### config.mk
export PLATFORM = sky130hd
export DESIGN_NAME = csr_run_sequencer
export DESIGN_NICKNAME = d
export VERILOG_FILES = /design/src/rtl/csr_addr_pkg.sv /design/src/rtl/csr_seq_pkg.sv /design/src/rtl/csr_req_mux.sv /design/src/rtl/csr_run_sequencer.sv
export SDC_FILE = /design/constraint.sdc
export NUM_CORES = 1
export LEC_CHECK = 0
export ABC_AREA = 1
export CORE_MARGIN = 2
export CORE_UTILIZATION = 25
export CTS_CLUSTER_DIAMETER = 30
export DETAILED_ROUTE_END_ITERATION = 8
export GPL_TIMING_DRIVEN = 0
export MAX_ROUTING_LAYER = met4
export PLACE_DENSITY_LB_ADDON = 0.1
export SLEW_MARGIN = 20
export SYNTH_ARGS = -nofsm -noshare
export SYNTH_HDL_FRONTEND = slang
export SYNTH_SLANG_ARGS = --single-unit
### constraint.sdc
create_clock -name clk_i -period 1.55 [get_ports clk_i]
set_input_delay 0.2325 -clock clk_i [delete_from_list [all_inputs] [get_ports clk_i]]
set_output_delay 0.2325 -clock clk_i [all_outputs]
set_load 0.02 [all_outputs]
### src/rtl/csr_addr_pkg.sv
// Shared CSR register map of the accelerator core: register addresses and bit positions.
package csr_addr_pkg;

  localparam int unsigned CORE_SET_REG_ADDR            = 0;
  localparam int unsigned CORE_SET_START_CORE_BIT_ADDR = 0;
  localparam int unsigned CORE_SET_BUSY_BIT_ADDR       = 1;
  localparam int unsigned AM_PREDICT_REG_ADDR          = 2;
  localparam int unsigned AM_PREDICT_VALID_BIT_ADDR    = 8;

endpackage

### src/rtl/csr_seq_pkg.sv
// State encoding and shared constants of the CSR run sequencer.
package csr_seq_pkg;

  localparam int unsigned StateWidth = 4;
  localparam int unsigned PredWidth  = 8;

  typedef logic [StateWidth-1:0] state_t;

  localparam state_t ST_IDLE      = 4'd0;
  localparam state_t ST_CFG       = 4'd1;
  localparam state_t ST_START     = 4'd2;
  localparam state_t ST_POLL_WAIT = 4'd3;
  localparam state_t ST_POLL_REQ  = 4'd4;
  localparam state_t ST_POLL_RSP  = 4'd5;
  localparam state_t ST_PRED_REQ  = 4'd6;
  localparam state_t ST_PRED_RSP  = 4'd7;
  localparam state_t ST_DONE      = 4'd8;

endpackage

### src/rtl/csr_req_mux.sv
// Selects the CSR request source: config stream passthrough or sequencer-generated requests.
module csr_req_mux #(
  parameter int unsigned CsrDataWidth = 32,
  parameter int unsigned CsrAddrWidth = 32
) (
  input  logic                    sel_cfg,
  input  logic [CsrAddrWidth-1:0] cmd_addr,
  input  logic [CsrDataWidth-1:0] cmd_data,
  input  logic                    cmd_valid,
  output logic                    cmd_ready,
  input  logic [CsrAddrWidth-1:0] seq_addr,
  input  logic [CsrDataWidth-1:0] seq_data,
  input  logic                    seq_write,
  input  logic                    seq_valid,
  output logic [CsrAddrWidth-1:0] req_addr,
  output logic [CsrDataWidth-1:0] req_data,
  output logic                    req_write,
  output logic                    req_valid,
  input  logic                    req_ready
);

  always_comb begin
    req_addr  = seq_addr;
    req_data  = seq_data;
    req_write = seq_write;
    req_valid = seq_valid;
    cmd_ready = 1'b0;
    if (sel_cfg) begin
      req_addr  = cmd_addr;
      req_data  = cmd_data;
      req_write = 1'b1;
      req_valid = cmd_valid;
      cmd_ready = req_ready;
    end
  end

endmodule

### src/rtl/csr_run_sequencer.sv
// Runs one accelerator job over CSR: forward config writes, start the core, poll BUSY,
// then read the prediction register and present the result.
module csr_run_sequencer
  import csr_addr_pkg::*;
  import csr_seq_pkg::*;
#(
  parameter int unsigned CsrDataWidth = 32,
  parameter int unsigned CsrAddrWidth = 32,
  parameter int unsigned PollInterval = 8,
  parameter int unsigned MaxPolls     = 1024
) (
  input  logic                    clk_i,
  input  logic                    rst_ni,
  input  logic [CsrAddrWidth-1:0] cmd_addr_i,
  input  logic [CsrDataWidth-1:0] cmd_data_i,
  input  logic                    cmd_last_i,
  input  logic                    cmd_valid_i,
  output logic                    cmd_ready_o,
  output logic [CsrAddrWidth-1:0] csr_req_addr_o,
  output logic [CsrDataWidth-1:0] csr_req_data_o,
  output logic                    csr_req_write_o,
  output logic                    csr_req_valid_o,
  input  logic                    csr_req_ready_i,
  input  logic [CsrDataWidth-1:0] csr_rsp_data_i,
  input  logic                    csr_rsp_valid_i,
  output logic                    csr_rsp_ready_o,
  output logic [PredWidth-1:0]    result_predict_o,
  output logic                    result_timeout_o,
  output logic                    result_invalid_o,
  output logic                    result_valid_o,
  input  logic                    result_ready_i,
  output logic                    busy_o
);

  localparam int unsigned PollCntW = $clog2(MaxPolls + 1);
  localparam int unsigned WaitCntW = $clog2(PollInterval + 1);

  localparam logic [CsrAddrWidth-1:0] CoreSetAddr   = CsrAddrWidth'(CORE_SET_REG_ADDR);
  localparam logic [CsrAddrWidth-1:0] AmPredictAddr = CsrAddrWidth'(AM_PREDICT_REG_ADDR);
  localparam logic [CsrDataWidth-1:0] StartData     =
    CsrDataWidth'(1) << CORE_SET_START_CORE_BIT_ADDR;
  localparam logic [WaitCntW-1:0]     WaitLast      = WaitCntW'(PollInterval - 1);
  localparam logic [PollCntW-1:0]     PollMax       = PollCntW'(MaxPolls);

  state_t                  state_q, state_d;
  logic [WaitCntW-1:0]     wait_q, wait_d;
  logic [PollCntW-1:0]     poll_q, poll_d;
  logic [PredWidth-1:0]    predict_q, predict_d;
  logic                    timeout_q, timeout_d;
  logic                    invalid_q, invalid_d;

  logic                    sel_cfg;
  logic [CsrAddrWidth-1:0] seq_addr;
  logic [CsrDataWidth-1:0] seq_data;
  logic                    seq_write;
  logic                    seq_valid;

  logic unused_rsp_bits;
  assign unused_rsp_bits = ^csr_rsp_data_i;

  // State and datapath registers; reset abandons any transaction in flight.
  always_ff @(posedge clk_i or negedge rst_ni) begin
    if (!rst_ni) begin
      state_q   <= ST_IDLE;
      wait_q    <= '0;
      poll_q    <= '0;
      predict_q <= '0;
      timeout_q <= 1'b0;
      invalid_q <= 1'b0;
    end else begin
      state_q   <= state_d;
      wait_q    <= wait_d;
      poll_q    <= poll_d;
      predict_q <= predict_d;
      timeout_q <= timeout_d;
      invalid_q <= invalid_d;
    end
  end

  // Next-state, counter and request decode; request states hold valid until ready.
  always_comb begin
    state_d   = state_q;
    wait_d    = wait_q;
    poll_d    = poll_q;
    predict_d = predict_q;
    timeout_d = timeout_q;
    invalid_d = invalid_q;
    sel_cfg   = 1'b0;
    seq_addr  = '0;
    seq_data  = '0;
    seq_write = 1'b0;
    seq_valid = 1'b0;

    case (state_q)
      ST_IDLE: begin
        if (cmd_valid_i) state_d = ST_CFG;
      end
      ST_CFG: begin
        sel_cfg = 1'b1;
        if (cmd_valid_i && csr_req_ready_i && cmd_last_i) state_d = ST_START;
      end
      ST_START: begin
        seq_addr  = CoreSetAddr;
        seq_data  = StartData;
        seq_write = 1'b1;
        seq_valid = 1'b1;
        if (csr_req_ready_i) begin
          state_d = ST_POLL_WAIT;
          wait_d  = '0;
        end
      end
      ST_POLL_WAIT: begin
        if (wait_q == WaitLast) begin
          state_d = ST_POLL_REQ;
          wait_d  = '0;
        end else begin
          wait_d = wait_q + WaitCntW'(1);
        end
      end
      ST_POLL_REQ: begin
        seq_addr  = CoreSetAddr;
        seq_valid = 1'b1;
        if (csr_req_ready_i) begin
          state_d = ST_POLL_RSP;
          if (poll_q != PollMax) poll_d = poll_q + PollCntW'(1);
        end
      end
      ST_POLL_RSP: begin
        if (csr_rsp_valid_i) begin
          if (!csr_rsp_data_i[CORE_SET_BUSY_BIT_ADDR]) begin
            state_d = ST_PRED_REQ;
          end else if (poll_q == PollMax) begin
            state_d   = ST_DONE;
            timeout_d = 1'b1;
          end else begin
            state_d = ST_POLL_WAIT;
          end
        end
      end
      ST_PRED_REQ: begin
        seq_addr  = AmPredictAddr;
        seq_valid = 1'b1;
        if (csr_req_ready_i) state_d = ST_PRED_RSP;
      end
      ST_PRED_RSP: begin
        if (csr_rsp_valid_i) begin
          state_d   = ST_DONE;
          predict_d = csr_rsp_data_i[PredWidth-1:0];
          invalid_d = ~csr_rsp_data_i[AM_PREDICT_VALID_BIT_ADDR];
        end
      end
      ST_DONE: begin
        if (result_ready_i) begin
          state_d   = ST_IDLE;
          poll_d    = '0;
          predict_d = '0;
          timeout_d = 1'b0;
          invalid_d = 1'b0;
        end
      end
      default: begin
        state_d = ST_IDLE;
      end
    endcase
  end

  csr_req_mux #(
    .CsrDataWidth(CsrDataWidth),
    .CsrAddrWidth(CsrAddrWidth)
  ) u_req_mux (
    .sel_cfg  (sel_cfg),
    .cmd_addr (cmd_addr_i),
    .cmd_data (cmd_data_i),
    .cmd_valid(cmd_valid_i),
    .cmd_ready(cmd_ready_o),
    .seq_addr (seq_addr),
    .seq_data (seq_data),
    .seq_write(seq_write),
    .seq_valid(seq_valid),
    .req_addr (csr_req_addr_o),
    .req_data (csr_req_data_o),
    .req_write(csr_req_write_o),
    .req_valid(csr_req_valid_o),
    .req_ready(csr_req_ready_i)
  );

  assign csr_rsp_ready_o  = (state_q == ST_POLL_RSP) || (state_q == ST_PRED_RSP);
  assign result_valid_o   = (state_q == ST_DONE);
  assign busy_o           = (state_q != ST_IDLE);
  assign result_predict_o = predict_q;
  assign result_timeout_o = timeout_q;
  assign result_invalid_o = invalid_q;

endmodule

## Yosys cells after proc, flatten, opt, wreduce, memory -nomap -nowiden

Index checks and enable logic that the tools add are counted.
W data, S select, Z words.

- Register bits: 29
- Bits of input ports: 103
- Logic and storage cells: 86

- Bitwise logic cells: 1
- $add $sub $neg: 2
- Equal/unequal tests: 23
- Reductions and logical operators: 15
- Muxes and demuxes: 39

Operator list:

| kind | count |
|---|---|
| $mux W32 | 2 |
| $mux W4 | 13 |
| $pmux W4 S9 | 1 |
| $mux W11 | 3 |
| $ne A2 B2 Y1 const B | 11 |
| $pmux W11 S2 | 1 |
| $eq A4 B3 Y1 const B | 5 |
| $mux W8 | 2 |
| $pmux W8 S2 | 1 |
| $mux W1 | 12 |
| $add A11 B1 Y11 const B | 1 |
| $eq A11 B11 Y1 const B | 1 |
| $ne A11 B11 Y1 const B | 1 |
| $reduce_and A9 Y1 | 1 |
| $eq A4 B2 Y1 const B | 2 |
| $pmux W4 S2 | 1 |
| $reduce_bool A2 Y1 | 4 |
| $reduce_and A5 Y1 | 1 |
| $add A4 B1 Y4 const B | 1 |
| $eq A4 B1 Y1 const B | 1 |
| $eq A4 B4 Y1 const B | 1 |
| $logic_not A4 Y1 | 1 |
| $pmux W1 S2 | 2 |
| $reduce_and A4 Y1 | 1 |
| other kinds (9) | 10 |

## Logic depth before layout (Yosys ltp)

- Word-level depth: 5
- Gate-level depth with buffers: 11
- Gate-level depth less buffers: 11

## Modules after synthesis

Synthesis repeated with hierarchy kept, for this count alone.

- Cells, all modules: 462
- Area, all modules: 2745.1 um2

By module, submodules not included:

| module | area an instance (um2) | cells an instance | instances | seq. area each (um2) |
|---|---|---|---|---|
| csr_run_sequencer | 1871.8 | 248 | 1 | 725.7 |
| csr_req_mux | 873.3 | 214 | 1 | 0.0 |

## Worst setup path before layout

Ideal clock, no wire load.

- Path kind: reg2out
- Start point: register state_q[3]
- End point: output port csr_req_addr_o[11]
- Setup slack: -60 ps
- Stages on the path, launching flop included: 6
- Arrival time: 1378 ps
- Data required time: 1317 ps
- Path through: dfrtp_1 nor2_2 nand2_1 buf_2 buf_1 nor2_1

- Longest elaborated chain between the ends: 3

RTL lines:

| what | line | text |
|---|---|---|
| start: declaration | csr_run_sequencer.sv:45 | `state_t state_q, state_d;` |
| start signal: assignment | csr_run_sequencer.sv:71 | `state_q <= state_d;` |
| $eq A4 B1 Y1 | csr_run_sequencer.sv:94 | `case (state_q)` |
| $mux W1 | csr_run_sequencer.sv:94 |  |
| $mux W32 | csr_req_mux.sv:28 | `if (sel_cfg) begin` |
| end: declaration | csr_run_sequencer.sv:19 | `output logic [CsrAddrWidth-1:0] csr_req_addr_o,` |

Every way passes these cells.

## Final worst setup path

- Start point: register state_q[2]
- End point: output port csr_req_data_o[26]

- Longest elaborated chain between the ends: 3

RTL lines:

| what | line | text |
|---|---|---|
| $eq A4 B1 Y1 | csr_run_sequencer.sv:94 |  |
| $mux W1 | csr_run_sequencer.sv:94 |  |
| $mux W32 | csr_req_mux.sv:28 |  |
| end: declaration | csr_run_sequencer.sv:20 | `output logic [CsrDataWidth-1:0] csr_req_data_o,` |

Every way passes these cells.

==> flow_summary.yaml <==
global_route:
  grt_pass1_vias: 2812
  grt_max_degree: 30
  grt_first_pass_wirelength_um: 13800
  antenna_found_initial: 0
  grt-ovfl-total: 0
  grt.total_usage_pct: 17.56
synth:
  synth_ff_type: "dfrtp_1"
  yosysSeqAreaShare_pct: 31.78
  synth_warnings: 0
  synth_top_cell_area_share_pct: 31.78
  synth_common_cells: "inv_1 (100), nor2_1 (89), nand2_1 (76), nand3_1 (36), dfrtp_1 (29)"
  ys_seq_elements: 29
  synthCells: 391
  avgSynthCellArea_um2: 5.840
  synth_area_um2: 2283
  synth_most_common_cell: "inv_1"
  syn_nets: 497
  ys_types: 25
  async_reset_ff_share_pct: 100.0
  synth-edff-count: 0
  yosys-top-cells-area: "dfrtp_1 (32%), inv_1 (16%), nor2_1 (15%), nand2_1 (12%), nand3_1 (7.9%)"
  synth_top_area_cell: "dfrtp_1"
clock_network:
  clock-root-buffer: "clkbuf_8"
  hold_buffers: 0
  numCtsBuffers: 5
  clkLatencyLatePin_ns: 0.28
  htree_levels: 2
  cts_tree: "yes"
  clock-sinks: 29
  clk_pin_slew_ns: 0.07
  cts_buffer_depth: 2
timing:
  rsz0062_at_grt: "yes"
  tns_ns: -13.66
  clock.fmax_mhz: 567.2
  setup_viol: 94
  whs_ns: -0.02249
  hold_viol_final: 22
  skew_ns: 0.006151
  finalCritPeriodShare_pct: 113.8
  setup_ws_ns: -0.2131
  tightest_slew_ns: 0.6640
  fin_crit_ns: 1.763
  maxSlewHeadroom_pct: 55.73
  report.final.slew_viol_count: 0
floorplan:
  initial_core_util_pct: 25.93
  die_y_um: 99.57
  pin_count: 183
  die_x_um: 99.57
  rows: 34
  die-area_um2: 9914
  coreArea_um2: 8806
pwr:
  power.density_nw_per_um2: 1523
  p_leak_nw: 2.542
  switching_share_pct: 46.59
  p_int_w: 0.003965
  p_total_w: 0.007424
  combinationalPowerShare_pct: 72.1
  power_frac_clock_pct: 11.1
  vdd_drop_max_mv: 1.078
  p_sw_w: 0.003459
  power_frac_seq_pct: 16.8
outcome:
  violations: "negative hold slack, negative setup slack"
  status: "finished with violations"
flow_run:
  max_cap_violations: 0
placed_design:
  dp_hpwl_um: 6610
  gp_congestion: 0.8564
  io_buffers: 159
  dpl.cell_count: 658
drt:
  ant_nets: 0
  drt_iter0_markers: 92
  wl_per_cell_um: 13.20
  drc_errors: 0
  viasPerCell: 4.360
  wl_um: 9237
  via_count: 3052
  dr.pass1.iters: 5
finish:
  diodes: 0
  seq_area_um2: 728.2
  area_growth_pct: 113.4
  nFillCells: 844
  layout.nets: 697
  multi_input_area_um2: 1539
  layout-drive-gt1-share_pct: 36.66
  instances_no_fill: 700
critical_path:
  endpoint_kind: "output pin"
  worstPathMaxFanout: 10
  crit_type: "reg2out"
  start_kind: "flop"
  required_ns: 1.32
  critical_path_arrival_ns: 1.53
worst_hold_path:
  min_path_type: "in2async"
## sequential cells by signal, summed over array words and instances, names as in the netlist
name / flops
state_q: 4
result_timeout_o: 1
wait_q: 4
result_predict_o: 8
result_invalid_o: 1
poll_q: 11
## critical path: stages, from the launching register on
cell and delay, ns:
dfrtp_2 0.45, nor2_4 0.17, nand2_4 0.09, buf_8 0.15, buf_12 0.15, nor2_4 0.10, buf_6 0.13
## cell usage in the layout, fill, tap and decap left out
cell / count
nor2_4: 26
buf_6: 46
buf_2: 2
nand2_1: 58
nand3_2: 12
o211ai_1: 1
buf_8: 1
nor3_2: 1
bufinv_16: 1
nand3_1: 23
buf_12: 2
inv_4: 3
dlymetal6s2s_1: 1
nand4_1: 8
nand3_4: 1
buf_4: 64
nand2_2: 11
a21oi_4: 1
inv_2: 4
a21oi_1: 2
a21boi_2: 1
clkdlybuf4s50_1: 87
xor2_1: 3
a22o_1: 1
dfrtp_1: 27
o21ai_0: 6
o21ai_1: 6
nor2_2: 20
nor3_1: 3
nor2_1: 46
o21ai_2: 5
xnor2_1: 2
clkbuf_8: 7
dfrtp_2: 2
nand2_8: 1
inv_1: 95
clkbuf_1: 2
nand3b_1: 1
nand2_4: 6
ha_1: 3
## metal layers
| layer | wire length (um) | global-route usage (%) |
|---|---|---|
| met3 | 453 | 3.022 |
| met1 | 3459 | 20.35 |
| met4 | 125 | 2.845 |
| met2 | 5197 | 32.22 |
| met5 | 0 | - |
## cells by family after synthesis
| group | count (synthesis) | synth area share, % |
|---|---|---|
| XOR/XNOR | 5 | 1.918 |
| flip-flops | 29 | 31.78 |
| AO/OA/AOI/OAI | 23 | 5.918 |
| AND/OR/NAND/NOR | 217 | 39.45 |
| buffers and inverters | 114 | 19.29 |
| adder cells (fa/ha/maj) | 3 | 1.644 |
## through the flow
step,instance area [um^2],utilization [%],setup WS (ns)
6_report,4873,55.34,-0.2131
5_1_grt,4873,55.34,-0.2864
4_1_cts,4378,49.72,-0.1950
3_5_place_dp,4023,45.68,-0.7586
3_3_place_gp,4028,45.74,-0.7563
2_1_floorplan,2301,-,-0.06006
## power by group through the flow
stage / Clock, W / Sequential, W / Combinational (W)
detailed placement: 0 / 0.00124 / 0.00408
finish: 0.000822 / 0.00125 / 0.00535
global route: 0.000880 / 0.00129 / 0.00576
floorplan: 0 / 0.00135 / 0.00205
CTS: 0.000841 / 0.00124 / 0.00461
global placement: 0 / 0.00124 / 0.00407
## final cells by class
type,count,area share (%)
repair buffers,193,37.28
multi-input cells,248,31.58
inverters,102,8.010
flip-flops and latches,29,14.94
plain buffers,12,3.030
clock inverters,1,0.6162
well taps,108,2.773
clock buffers,7,1.772
## worst paths after layout
path                                                  from                               to  slack [ns]  cells past startpoint
max in group asynchronous                           rst_ni           state_q[1]$_DFFE_PN0P_        1.09                      1
hold reg to reg            result_predict_o[6]$_DFFE_PN0P_  result_predict_o[6]$_DFFE_PN0P_        0.52                      2
setup / recovery                    state_q[2]$_DFFE_PN0P_               csr_req_data_o[26]       -0.21                      6
min in group clk_i         result_predict_o[6]$_DFFE_PN0P_  result_predict_o[6]$_DFFE_PN0P_        0.52                      2
setup reg to reg                    state_q[0]$_DFFE_PN0P_  result_predict_o[6]$_DFFE_PN0P_       -0.17                     10
hold / removal                                      rst_ni            poll_q[3]$_DFFE_PN0P_       -0.02                      1
## what timing repair did
item,4_1_cts,5_1_grt
pin swaps,8,18
endpoints found under the hold margin,0,0
setup endpoints to repair,95,100
cloned,2,1
gates resized for setup,442,112
setup buffers,18,13
Note: power is estimated with default switching activity, not from simulation.
